==> src/rtl/id_ex_stage_reg.sv <==
// ID/EX pipeline register with load-use hazard detection.
// Every cycle it captures the decoded instruction from ID. A load in EX whose
// destination is read by the instruction in ID holds PC and IF/ID for one
// cycle, and a NOP bubble is inserted into EX in its place. A taken
// branch/jump (flush) also inserts a bubble, but it never raises stall.
module id_ex_stage_reg #(
    parameter int DATA_W = 32,
    parameter int CNT_W  = 16
) (
    input  logic              clk,
    input  logic              rst_n,
    input  logic              flush,
    input  logic              id_valid,
    input  logic [4:0]        id_Rs,
    input  logic [4:0]        id_Rt,
    input  logic [4:0]        id_Rw,
    input  logic              id_uses_rt,
    input  logic [DATA_W-1:0] id_busA,
    input  logic [DATA_W-1:0] id_busB,
    input  logic [DATA_W-1:0] id_imm,
    input  logic              id_reg_wr,
    input  logic              id_mem_to_reg,
    input  logic              id_mem_wr,
    input  logic              id_alu_src,
    input  logic [3:0]        id_alu_ctr,
    output logic              stall,
    output logic              id_ex_valid,
    output logic [4:0]        id_ex_Rs,
    output logic [4:0]        id_ex_Rt,
    output logic [4:0]        id_ex_Rw,
    output logic [DATA_W-1:0] id_ex_busA,
    output logic [DATA_W-1:0] id_ex_busB,
    output logic [DATA_W-1:0] id_ex_imm,
    output logic              id_ex_wb,
    output logic              id_ex_mem_to_reg,
    output logic              id_ex_mem_wr,
    output logic              id_ex_alu_src,
    output logic [3:0]        id_ex_alu_ctr,
    output logic [CNT_W-1:0]  stall_count
);

    logic load_in_ex_s;
    logic rs_match_s;
    logic rt_match_s;
    logic hz_s;
    logic bubble_s;
    logic cnt_inc_s;

    // Detect a load in EX that feeds a source of the instruction in ID.
    always_comb begin
        // $0 is never written, so a load targeting it cannot create a dependency.
        load_in_ex_s = id_ex_valid & id_ex_mem_to_reg & (id_ex_Rw != 5'd0);
        rs_match_s   = (id_ex_Rw == id_Rs);
        // An I-type Rt field names a destination, not a source, so it is ignored.
        rt_match_s   = id_uses_rt & (id_ex_Rw == id_Rt);
        hz_s         = load_in_ex_s & id_valid & (rs_match_s | rt_match_s);
        // flush has priority over hz: the instruction in ID is discarded anyway.
        bubble_s     = flush | hz_s;
        cnt_inc_s    = hz_s & ~flush & (stall_count != {CNT_W{1'b1}});
    end

    // Once reset clears id_ex_valid, stall drops without waiting for a clock edge.
    assign stall = hz_s & ~flush;

    // Pipeline register: capture the ID instruction, or load an all-zero NOP bubble.
    always_ff @(posedge clk or negedge rst_n) begin
        if (!rst_n) begin
            id_ex_valid      <= 1'b0;
            id_ex_Rs         <= 5'd0;
            id_ex_Rt         <= 5'd0;
            id_ex_Rw         <= 5'd0;
            id_ex_busA       <= {DATA_W{1'b0}};
            id_ex_busB       <= {DATA_W{1'b0}};
            id_ex_imm        <= {DATA_W{1'b0}};
            id_ex_wb         <= 1'b0;
            id_ex_mem_to_reg <= 1'b0;
            id_ex_mem_wr     <= 1'b0;
            id_ex_alu_src    <= 1'b0;
            id_ex_alu_ctr    <= 4'd0;
        end else if (bubble_s) begin
            // Rw is cleared so that the forwarding unit can never match a bubble.
            id_ex_valid      <= 1'b0;
            id_ex_Rs         <= 5'd0;
            id_ex_Rt         <= 5'd0;
            id_ex_Rw         <= 5'd0;
            id_ex_busA       <= {DATA_W{1'b0}};
            id_ex_busB       <= {DATA_W{1'b0}};
            id_ex_imm        <= {DATA_W{1'b0}};
            id_ex_wb         <= 1'b0;
            id_ex_mem_to_reg <= 1'b0;
            id_ex_mem_wr     <= 1'b0;
            id_ex_alu_src    <= 1'b0;
            id_ex_alu_ctr    <= 4'd0;
        end else begin
            id_ex_valid      <= id_valid;
            id_ex_Rs         <= id_Rs;
            id_ex_Rt         <= id_Rt;
            id_ex_Rw         <= id_Rw;
            id_ex_busA       <= id_busA;
            id_ex_busB       <= id_busB;
            id_ex_imm        <= id_imm;
            id_ex_wb         <= id_reg_wr & id_valid;
            id_ex_mem_to_reg <= id_mem_to_reg;
            id_ex_mem_wr     <= id_mem_wr;
            id_ex_alu_src    <= id_alu_src;
            id_ex_alu_ctr    <= id_alu_ctr;
        end
    end

    // Saturating count of load-use bubbles. Flush bubbles are not counted.
    always_ff @(posedge clk or negedge rst_n) begin
        if (!rst_n) begin
            stall_count <= {CNT_W{1'b0}};
        end else if (cnt_inc_s) begin
            stall_count <= stall_count + {{(CNT_W-1){1'b0}}, 1'b1};
        end else begin
            stall_count <= stall_count;
        end
    end

endmodule

==> config.mk <==
export PLATFORM = sky130hd
export DESIGN_NAME = id_ex_stage_reg
export DESIGN_NICKNAME = d
export VERILOG_FILES = /design/src/rtl/id_ex_stage_reg.sv
export SDC_FILE = /design/constraint.sdc
export NUM_CORES = 1
export LEC_CHECK = 0
export CAP_MARGIN = 15
export CORE_MARGIN = 2
export CORE_UTILIZATION = 39
export CTS_CLUSTER_SIZE = 28
export DETAILED_ROUTE_END_ITERATION = 8
export GPL_TIMING_DRIVEN = 0
export PLACE_DENSITY = 0.8
export SLEW_MARGIN = 20
export SYNTH_ARGS = -nofsm -noshare
export SYNTH_HDL_FRONTEND = slang
export SYNTH_SLANG_ARGS = --single-unit
==> constraint.sdc <==
create_clock -name clk -period 2.8 [get_ports clk]
set_input_delay 0.56 -clock clk [delete_from_list [all_inputs] [get_ports clk]]
set_output_delay 0.56 -clock clk [all_outputs]
set_load 0.03 [all_outputs]
==> metrics.txt <==
final setup vio count 0; CTS tree yes; CTS root buf clkbuf_16; NumNets Final 762; crit end category output port; Tightest Pin Transition 0.525 ns; Max Cap Viol 0; Core Box Area 12100 µm²; post-synthesis sequential area ratio 0.706; I/O pins 261; Detailed Route WL 13.1 mm; Critical Path Start Type primary input; synth warn 0; Final Cell Area 8300 µm²; Clk pin slew, worst setup/hold paths 0.06 ns; P_leak 3.57 nW; reg-to-reg startpoint id_ex_Rw[1]; fillers about 860; Final Hold Fails 0; synthesized area per cell 13.6 µm²; Crit Path Max Fanout 9; critical path type in2out; Overflow after GRT 0; share of cells above drive strength 1 0.0724; area delta synth->final 72.2%; clock group share of total power 0.445; number of remaining DRC errors 0; Worst VDD drop 0.000405 V; first-pass GRT wire length ~21 mm; Pint around 3.9 mW; Hold Path Class in2async; Placed Cells 784; initial antenna violation count 0; leading cell types in the layout, fill and taps excluded 258 x clkdlybuf4s50_1, 135 x dfrtp_1, 120 x and2_1; Slew HR 0.648; unrepaired setup endpoints after global routing no; CTS Sinks 136; fmax 369 MHz; Logic pwr share 0.142; Post-Syn Area 4820 µm²; vias per cell 4.46; vias post-DR 3647; wire length per cell 16.1 µm; Worst Clk Skew approximately 0.008 ns; Antenna diodes 0; dpl cell area 7660 µm²; biggest regs id_ex_busA x32, id_ex_busB x32, id_ex_imm x32; largest net degree at the start of global routing 70; Site Rows 40; die height 115 µm; initial core utilization 0.400; Mapped Cells 355; Final ANT Viol Nets 0; All-Layer GR Usage 0.210; signal arrival time at the worst endpoint between 2 and 2.5 ns; Synth Register Bits between 100 and 150; Power Density 609 nW/µm²; Pre-antenna DRT Iters 4; Switching Fraction 0.232; Final Critical Period ~2.7 ns; setup ws final 0.0864 ns; # port buffers 260; initial DRC count around 150; Slew Viols, Final 0; Net Switching 1.17 mW; worst path required time 2.24 ns; period utilization 0.969; H-tree depth 4; Mapped Nets 480; maximum clock insertion buffer count 2; gpl congestion 0.796; Final Power 5.06 mW; post-place setup slack -0.423 ns; insertion delay to the later sink of the worst-skew pair 0.42 ns; library cells used by synthesis 27; post-detail-place hpwl 9.93 mm; vias in the first global route roughly 3900; run status finished, final reports clean; die area 13300 µm²; most common cell after layout, fill and taps aside clkdlybuf4s50_1; Hold Buf Count CTS 0; Critical Path Source id_Rt[0]; sequential power share 0.413; CTS Buf Count 17; die width 115 µm; non-filler cells, final 817
-- cell type report --
| cell class | count | area [µm²] | area share |
|---|---|---|---|
| buffer | 14 | 75.1 | 0.00905 |
| multi-input combinational | 202 | 1350 | 0.162 |
| inverter | 2 | 7.51 | 0.000905 |
| timing repair buffer | 264 | 2660 | 0.320 |
| clock inverter | 8 | 120 | 0.0145 |
| clock buffer | 23 | 478 | 0.0576 |
| tap | 168 | 210 | 0.0253 |
| sequential | 136 | 3400 | 0.410 |
-- stage by stage --
stage | hold slack, ns | utilization | TNS (ns)
after floorplan | 0.264 | - | 0
after global placement | 0.488 | 0.633 | -522.68
after detailed placement | 0.499 | 0.635 | -0.423
after CTS | 0.0945 | 0.686 | 0
after global routing | 0.120 | 0.688 | 0
final | 0.0800 | 0.688 | 0
-- critical path: stages --
cell and delay (ns):
clkdlybuf4s50_1 0.51, xnor2_1 0.14, nand4_1 0.16, o22ai_4 0.26, and2_1 0.21, clkdlybuf4s15_2 0.30
-- layer usage --
layer	global-route usage	up-vias	wire, µm
li1	-	1694	-
met1	0.209	1743	4490
met2	0.371	180	6980
met3	0.0970	30	1330
met4	0.0996	0	342
met5	0	-	0
-- kinds of logic after synthesis --
logic type / share of synthesized area
fa+ha+maj: 0.00260
xor+xnor: 0.0400
buf+inv: 0.0179
simple gates: 0.211
compound gates: 0.0153
mux: 0.00701
flops: 0.706
-- cell usage after synthesis (all sizes together) --
| library cell | number | area, µm² |
|---|---|---|
| o22ai | 1 | 12.5 |
| nand4 | 9 | 56.3 |
| dfrtp | 136 | 3400 |
| and3 | 3 | 18.8 |
| nor2b | 1 | 6.26 |
| inv | 2 | 7.51 |
| nand2b | 1 | 6.26 |
| nand2 | 5 | 18.8 |
| xnor2 | 22 | 193 |
| buf | 3 | 33.8 |
| nand3 | 15 | 75.1 |
| clkbuf | 12 | 45.0 |
| nor3 | 5 | 25.0 |
| a21oi | 1 | 5.00 |
| a31oi | 3 | 33.8 |
| o211a | 1 | 10.0 |
| mux2 | 3 | 33.8 |
| o21ai | 1 | 5.00 |
| ha | 1 | 12.5 |
| nor4 | 3 | 18.8 |
| and2 | 120 | 751 |
| or2 | 2 | 12.5 |
| and4b | 1 | 10.0 |
| nor2 | 2 | 7.51 |
| or4 | 1 | 11.3 |
| o21a | 1 | 7.51 |
-- final timing paths --
check                                  endpoint  slack, ns  depth (start not counted)
min in group clk                 stall_count[6]       0.50                          1
worst max register to register    id_ex_imm[20]       0.46                          5
worst max-delay path                      stall       0.09                          6
worst min-delay path            stall_count[13]       0.08                          1
max in group asynchronous        id_ex_busB[11]       2.02                          2
worst min register to register   stall_count[6]       0.50                          1
-- power groups by stage --
stage | Sequential, mW | Clock (mW) | Combinational, mW
CTS | 2.09 | 2.29 | 0.728
detailed placement | 2.12 | 0 | 0.720
global route | 2.09 | 2.37 | 0.765
finish | 2.09 | 2.25 | 0.720
global placement | 2.12 | 0 | 0.703
floorplan | 2.30 | 0 | 0.103
-- repair_timing --
action | CTS | global route
endpoints found under the setup margin | 1 | 1
setup buffers | 0 | 3
resized for setup | 4 | 3
pin swaps | 1 | 1
Power figures use the tool's default switching activity.
